## src/rtl/ex_muldiv_if.sv

```systemverilog
// ex_muldiv_if: EX-stage mul/div request, pipeline hold and hi/lo write-back bundle.
interface ex_muldiv_if;
    logic        start_i;
    logic [1:0]  op_i;
    logic [31:0] opa_i;
    logic [31:0] opb_i;
    logic        flush_i;
    logic        stall_o;
    logic        busy_o;
    logic [63:0] wdata_o;
    logic        mt_hi_o;
    logic        mt_lo_o;
    modport master (output start_i, op_i, opa_i, opb_i, flush_i,
                    input  stall_o, busy_o, wdata_o, mt_hi_o, mt_lo_o);
    modport slave  (input  start_i, op_i, opa_i, opb_i, flush_i,
                    output stall_o, busy_o, wdata_o, mt_hi_o, mt_lo_o);
endinterface

```

## src/rtl/ex_muldiv.sv

```systemverilog
// ex_muldiv: multi-cycle MULT/MULTU/DIV/DIVU unit producing {hi,lo} with one-cycle write enables.
module ex_muldiv #(
    parameter int DIV_ITER = 32
) (
    input logic        clk_i,
    input logic        rst_i,
    ex_muldiv_if.slave bus
);
    typedef enum logic [1:0] {IDLE, MUL, DIV, DONE} state_t;
    state_t      state_q, state_d;
    logic [31:0] a_q, a_d, b_q, b_d, rem_q, rem_d;
    logic [4:0]  cnt_q, cnt_d;
    logic        sgn_q, sgn_d, negq_q, negq_d, negr_q, negr_d;
    logic [63:0] res_q, res_d;
    logic        sgn, accept, div0;
    logic [31:0] abs_a, abs_b, rem_n, quo_n;
    logic [32:0] sh, diff;
    logic [63:0] prod;
    assign sgn    = ~bus.op_i[0];
    assign accept = bus.start_i & ~bus.flush_i;
    assign div0   = bus.opb_i == 32'd0;
    assign abs_a  = (sgn & bus.opa_i[31]) ? -bus.opa_i : bus.opa_i;
    assign abs_b  = (sgn & bus.opb_i[31]) ? -bus.opb_i : bus.opb_i;
    // a_q doubles as the dividend shift register that collects quotient bits
    assign sh     = {rem_q, a_q[31]};
    assign diff   = sh - {1'b0, b_q};
    assign rem_n  = diff[32] ? sh[31:0] : diff[31:0];
    assign quo_n  = {a_q[30:0], ~diff[32]};
    assign prod   = {{32{sgn_q & a_q[31]}}, a_q} * {{32{sgn_q & b_q[31]}}, b_q};
    always_comb begin
        state_d = state_q;
        a_d     = a_q;
        b_d     = b_q;
        rem_d   = rem_q;
        cnt_d   = cnt_q;
        sgn_d   = sgn_q;
        negq_d  = negq_q;
        negr_d  = negr_q;
        res_d   = res_q;
        case (state_q)
            IDLE: if (accept) begin
                a_d     = bus.op_i[1] ? abs_a : bus.opa_i;
                b_d     = bus.op_i[1] ? abs_b : bus.opb_i;
                sgn_d   = sgn;
                negq_d  = sgn & (bus.opa_i[31] ^ bus.opb_i[31]);
                negr_d  = sgn & bus.opa_i[31];
                rem_d   = 32'd0;
                cnt_d   = 5'd0;
                state_d = !bus.op_i[1] ? MUL : (div0 ? DONE : DIV);
                res_d   = (bus.op_i[1] && div0) ? {bus.opa_i, 32'hFFFF_FFFF} : res_q;
            end
            MUL: begin
                res_d   = prod;
                state_d = DONE;
            end
            DIV: begin
                a_d   = quo_n;
                rem_d = rem_n;
                cnt_d = cnt_q + 5'd1;
                if (cnt_q == 5'(DIV_ITER - 1)) begin
                    state_d = DONE;
                    res_d   = {negr_q ? -rem_n : rem_n, negq_q ? -quo_n : quo_n};
                end
            end
            default: state_d = IDLE;
        endcase
        if (bus.flush_i) begin
            state_d = IDLE;
            res_d   = res_q;
        end
    end
    always_ff @(posedge clk_i or posedge rst_i) begin
        if (rst_i) begin
            state_q <= IDLE;
            a_q     <= '0;
            b_q     <= '0;
            rem_q   <= '0;
            cnt_q   <= '0;
            sgn_q   <= 1'b0;
            negq_q  <= 1'b0;
            negr_q  <= 1'b0;
            res_q   <= '0;
        end else begin
            state_q <= state_d;
            a_q     <= a_d;
            b_q     <= b_d;
            rem_q   <= rem_d;
            cnt_q   <= cnt_d;
            sgn_q   <= sgn_d;
            negq_q  <= negq_d;
            negr_q  <= negr_d;
            res_q   <= res_d;
        end
    end
    assign bus.busy_o  = (state_q == MUL) || (state_q == DIV);
    assign bus.stall_o = ~rst_i & ~bus.flush_i & (((state_q == IDLE) & bus.start_i) | bus.busy_o);
    assign bus.mt_hi_o = (state_q == DONE) & ~bus.flush_i;
    assign bus.mt_lo_o = bus.mt_hi_o;
    assign bus.wdata_o = res_q;
endmodule

```

## src/flat_wrapper.sv

```systemverilog
// flat-port wrapper written by rule: the top's interface ports become plain ports
module ex_muldiv_flat 
#(
    parameter int DIV_ITER = 32
)
  (clk_i, rst_i, bus_start_i, bus_op_i, bus_opa_i, bus_opb_i, bus_flush_i, bus_stall_o, bus_busy_o, bus_wdata_o, bus_mt_hi_o, bus_mt_lo_o);
  ex_muldiv_if bus_i ();
  input logic clk_i;
  input logic rst_i;
  input wire logic [$bits(bus_i.start_i)-1:0] bus_start_i;
  input wire logic [$bits(bus_i.op_i)-1:0] bus_op_i;
  input wire logic [$bits(bus_i.opa_i)-1:0] bus_opa_i;
  input wire logic [$bits(bus_i.opb_i)-1:0] bus_opb_i;
  input wire logic [$bits(bus_i.flush_i)-1:0] bus_flush_i;
  output wire logic [$bits(bus_i.stall_o)-1:0] bus_stall_o;
  output wire logic [$bits(bus_i.busy_o)-1:0] bus_busy_o;
  output wire logic [$bits(bus_i.wdata_o)-1:0] bus_wdata_o;
  output wire logic [$bits(bus_i.mt_hi_o)-1:0] bus_mt_hi_o;
  output wire logic [$bits(bus_i.mt_lo_o)-1:0] bus_mt_lo_o;
  assign bus_i.start_i = bus_start_i;
  assign bus_i.op_i = bus_op_i;
  assign bus_i.opa_i = bus_opa_i;
  assign bus_i.opb_i = bus_opb_i;
  assign bus_i.flush_i = bus_flush_i;
  assign bus_stall_o = bus_i.stall_o;
  assign bus_busy_o = bus_i.busy_o;
  assign bus_wdata_o = bus_i.wdata_o;
  assign bus_mt_hi_o = bus_i.mt_hi_o;
  assign bus_mt_lo_o = bus_i.mt_lo_o;
  ex_muldiv #(.DIV_ITER(DIV_ITER)) u_core (.clk_i(clk_i), .rst_i(rst_i), .bus(bus_i));
endmodule
```

## config.mk

```make
export PLATFORM = sky130hd
export DESIGN_NAME = ex_muldiv_flat
export DESIGN_NICKNAME = d
export VERILOG_FILES = /design/src/rtl/ex_muldiv_if.sv /design/src/rtl/ex_muldiv.sv /design/src/flat_wrapper.sv
export SDC_FILE = /design/constraint.sdc
export NUM_CORES = 2
export LEC_CHECK = 0
export CELL_PAD_IN_SITES_DETAIL_PLACEMENT = 2
export CELL_PAD_IN_SITES_GLOBAL_PLACEMENT = 2
export CORE_MARGIN = 4
export CORE_UTILIZATION = 45
export DETAILED_ROUTE_END_ITERATION = 10
export GPL_ROUTABILITY_DRIVEN = 0
export PLACE_DENSITY = 0.95
export SYNTH_ARGS = -nofsm -noshare
export SYNTH_HDL_FRONTEND = slang
export SYNTH_SLANG_ARGS = --single-unit
```

## constraint.sdc

```tcl
create_clock -name clk_i -period 14.1 [get_ports clk_i]
set_clock_uncertainty 0.1 [all_clocks]
set_input_delay 2.82 -clock clk_i [delete_from_list [all_inputs] [get_ports clk_i]]
set_output_delay 2.82 -clock clk_i [all_outputs]
set_load 0.03 [all_outputs]
```

==> impl_metrics.ini, run 1 <==
[run_status]
status = did not finish
stop_stage = 5_1_grt
error = [ERROR GRT-0116] Global routing finished with congestion. Check the congestion regions in the DRC Viewer.

[die]
start_util_pct = 45.36
die_h_um = 342.2
io_pins = 138
rows = 122
die_w_um = 342.2

[clocking]
cts_made_buffers = 17
post_cts_buffers = 0
numClockSinks = 170
holdBufCountCts = 0
cts_root_buffer = clkbuf_16
clockBufferDepth = 2
cts-resized-gates = 0
htree_levels = 4

[synth]
synth_edf_count = 0
synth_xor_area_share_pct = 3.746
dominantRegCellSynth = dfrtp_1
synth_cells = 5722
yosysWarningCount = 0
synth_top_area_share_pct = 44.84
synth_top_family_by_area = adder cells
synth.distinct_cells = 84
ys_seq_area_share_pct = 8.463
synth_adder_area_share_pct = 51.22
synth.area.mux_share_pct = 0.5526
synthSimpleGateAreaFrac_pct = 15.57
synth_compound_area_share_pct = 8.981
synth_top_area_cell = fa_1
ys_ff_latch = 170
postSynthNetCount = 7174
syn_area_per_cell_sq_um = 8.785
synthTopCellsByArea = fa_1 45%, inv_1 8.8%, dfrtp_1 8.5%
async_reset_ff_share_pct = 100.0
syn_area_sq_um = 50270

[global_routing]
grt_pass1_vias = 68810
grt_util_all_layers_pct = 70.52
grt_overflow = 648
grt_pass1_wl_um = 585300
grt_max_degree = 107

[placement]
portBuffers = 137
dp_hpwl_um = 226800
## per-layer routing
metal	track usage (%)	GRT overflow
met1	69.61	18
met2	89.26	375
met3	52.91	12
met4	70.24	242
met5	28.63	1
## per-stage QoR
step	instances	instance area (sq um)	util [%]	setup slack (ns)	hold WS (ns)
4_1_cts	7133	53560	48.33	3.042	0.4086
3_3_place_gp	7101	52960	47.79	4.658	0.3638
2_1_floorplan	5722	50270	-	6.036	0.3715
3_5_place_dp	7101	52960	47.79	3.472	0.3838
## cells in the mapped netlist (all sizes together), types with 26 or more instances
master,n
nor3,64
and3,30
xor2,82
o21ai,232
a221oi,50
fa,1126
a21oi,144
inv,1181
nand3,29
xnor2,133
ha,256
nand2,919
a21o,49
o31ai,33
and2,313
a22oi,26
clkbuf,293
buf,51
dfrtp,170
nor2,203
## kinds of logic after synthesis
| family | Yosys count |
|---|---|
| adder cells (fa/ha/maj) | 1382 |
| XOR/XNOR | 215 |
| multiplexers | 27 |
| buffers and inverters | 1528 |
| flip-flops | 170 |
| AND/OR/NAND/NOR | 1702 |
| AO/OA/AOI/OAI | 698 |
==> run 2, diff against run 1 <==
- CELL_PAD_IN_SITES_DETAIL_PLACEMENT: 2 -> unset
- CELL_PAD_IN_SITES_GLOBAL_PLACEMENT: 2 -> unset
- CORE_UTILIZATION: 45 -> 40
- PLACE_DENSITY: 0.95 -> unset
- PLACE_DENSITY_LB_ADDON: unset -> 0.15
==> run 2 against run 1 <==
The run now ends clean. Area after synthesis stayed put. Synthesized cell count is the same.
==> impl_metrics.ini, run 2 <==
[synth]
syn_area_sq_um = 50270
postSynthNetCount = 7174
synth_cells = 5722
synth_edf_count = 0
synth_top_area_share_pct = 44.84
yosys-top-cells-count = 1180 x inv_1, 1126 x fa_1, 919 x nand2_1, 312 x and2_1, 293 x clkbuf_1
synthTopCellsByArea = fa_1 45%, inv_1 8.8%, dfrtp_1 8.5%
syn_area_per_cell_sq_um = 8.785
ys_ff_latch = 170
synth.distinct_cells = 84
post-synth-top-count-cell = inv_1
ys_seq_area_share_pct = 8.463
dominantRegCellSynth = dfrtp_1
yosysWarningCount = 0
synth_top_area_cell = fa_1
async_reset_ff_share_pct = 100.0

[sta]
slew_violations = 0
finalCritPeriodShare_pct = 71.52
finalHoldViolCount = 0
setup_viol = 0
tightest_slew_ns = 1.237
fmax_ghz = 0.09917
tns_ns = 0
relSlewSlack_pct = 17.35
period_minus_slack_ns = 10.08
rsz0062_at_grt = no

[clocking]
clockBufferDepth = 2
cts_tree = built
htree_levels = 4
insertion_delay_ns = 0.50
post_cts_buffers = 0
cts_root_buffer = clkbuf_16
cts-resized-gates = 0
path_clk_slew_ns = 0.08
holdBufCountCts = 0
cts_made_buffers = 17
numClockSinks = 170

[die]
io_pins = 138
die_area_sq_um = 131400
coreArea_sq_um = 124300
die_h_um = 362.5
rows = 129
start_util_pct = 40.44
die_w_um = 362.5

[worst_setup_path]
cp_slowest_cell = dfrtp_1
critPathMostFrequentCell = fa_1
r2r-end = u_core.bus.wdata_o[58]
rr_startpoint = u_core.sgn_q
critPathLaunchType = flip-flop
end_kind = flip-flop
crit_required_ns = 14.37
crit_arrival_ns = 10.35
cp-startpoint = u_core.sgn_q
reg2reg_slack_ns = 4.02
ff2ff_path_depth = 28
path_class = flip-flop to flip-flop
cp_slowest_stage_delay_ns = 0.94
endpoint = u_core.bus.wdata_o[58]
critPathMaxFanout = 24

[global_routing]
use_met1_pct = 34.82
busiest_layer = met2
grtUsageMet3_pct = 3.856
antenna_found_initial = 6
grt_overflow = 0
grt_max_degree = 115
grt_util_all_layers_pct = 26.68
met2_usage_pct = 45.36
grt_pass1_wl_um = 265100
grt_pass1_vias = 41894

[routing]
ant_nets = 0
routed_wl_um = 172000
wire_per_inst_um = 23.61
drcViolationCount = 0
vias = 39611
first_pass_iters = 6
via_per_inst = 5.438
drt_iter0_drc = 3122

[run_status]
status = finished clean

[layout]
drive_gt1_share_pct = 3.278
nets = 7082
area_delta_synth_final_pct = 6.977
largest_reg_flops = 64
filler_cell_count = 12566
layout_commonest_cell = inv_1
final_cell_mix = 1179 x inv_1, 1126 x fa_1, 918 x nand2_1

[placement]
dp_hpwl_um = 133700
portBuffers = 137

[worst_hold_path]
hold_path.class = flip-flop to flip-flop

[run]
drv_cap = 0
-- run 2: final cells by class --
| cell class | count | area, sq um | area share [%] |
|---|---|---|---|
| multi-input combinational | 4024 | 40280 | 74.90 |
| tap | 1637 | 2048 | 3.809 |
| antenna | 4 | 10.01 | 0.01861 |
| timing repair buffer | 233 | 2092 | 3.890 |
| clock inverter | 13 | 172.7 | 0.3211 |
| inverter | 1184 | 4452 | 8.279 |
| sequential | 170 | 4269 | 7.939 |
| clock buffer | 19 | 452.9 | 0.8423 |
-- run 2: kinds of logic after synthesis --
kind of cell / synth area share [%]
AO/OA/AOI/OAI: 8.981
XOR/XNOR: 3.746
adder cells (fa/ha/maj): 51.22
buffers and inverters: 11.47
flip-flops: 8.463
multiplexers: 0.5526
AND/OR/NAND/NOR: 15.57
-- run 2: how the worst min path moves through the flow --
stage,to,slack (ns),cells past startpoint,startpoint
final,u_core.bus.wdata_o[32],0.38,2,u_core.bus.wdata_o[32]
after floorplan,u_core.rem_q[28],0.37,2,u_core.rem_q[28]
after detailed placement,u_core.bus.wdata_o[32],0.37,2,u_core.bus.wdata_o[32]
after global placement,u_core.bus.wdata_o[32],0.36,2,u_core.bus.wdata_o[32]
after global routing,u_core.bus.wdata_o[41],0.41,1,u_core.bus.wdata_o[41]
after CTS,u_core.bus.wdata_o[32],0.38,2,u_core.bus.wdata_o[32]
-- run 2: critical path: cells and delay by family (launching register included) --
kind | cells | cell delay, ns
fa+ha+maj | 9 | 4.46
simple gates | 7 | 1.79
compound gates | 6 | 1.74
flops | 1 | 0.94
buf+inv | 5 | 0.81
xor+xnor | 1 | 0.10
-- run 2: per-stage QoR --
step                      util [%]  cell area, sq um  worst slack, ns  hold slack, ns  cells
after floorplan                  -             50270            6.036          0.3715   5722
after global placement       42.76             53140            4.268          0.3617   7248
after detailed placement     42.76             53140            4.191          0.3671   7248
after CTS                    43.26             53760            4.127          0.3833   7280
after global routing         43.26             53770            3.566          0.4110   7281
final                        43.27             53770            4.016          0.3775   7284
-- run 2: per-layer routing --
| metal | wire length (um) | up-vias |
|---|---|---|
| met1 | 69580 | 20754 |
| li1 | - | 17148 |
| met4 | 7262 | 2 |
| met3 | 11010 | 330 |
| met2 | 84110 | 1377 |
| met5 | 7 | - |
Power of run 2 is not shown: default switching activity piles up to over one toggle a cycle in this logic, so the estimate is an artifact.
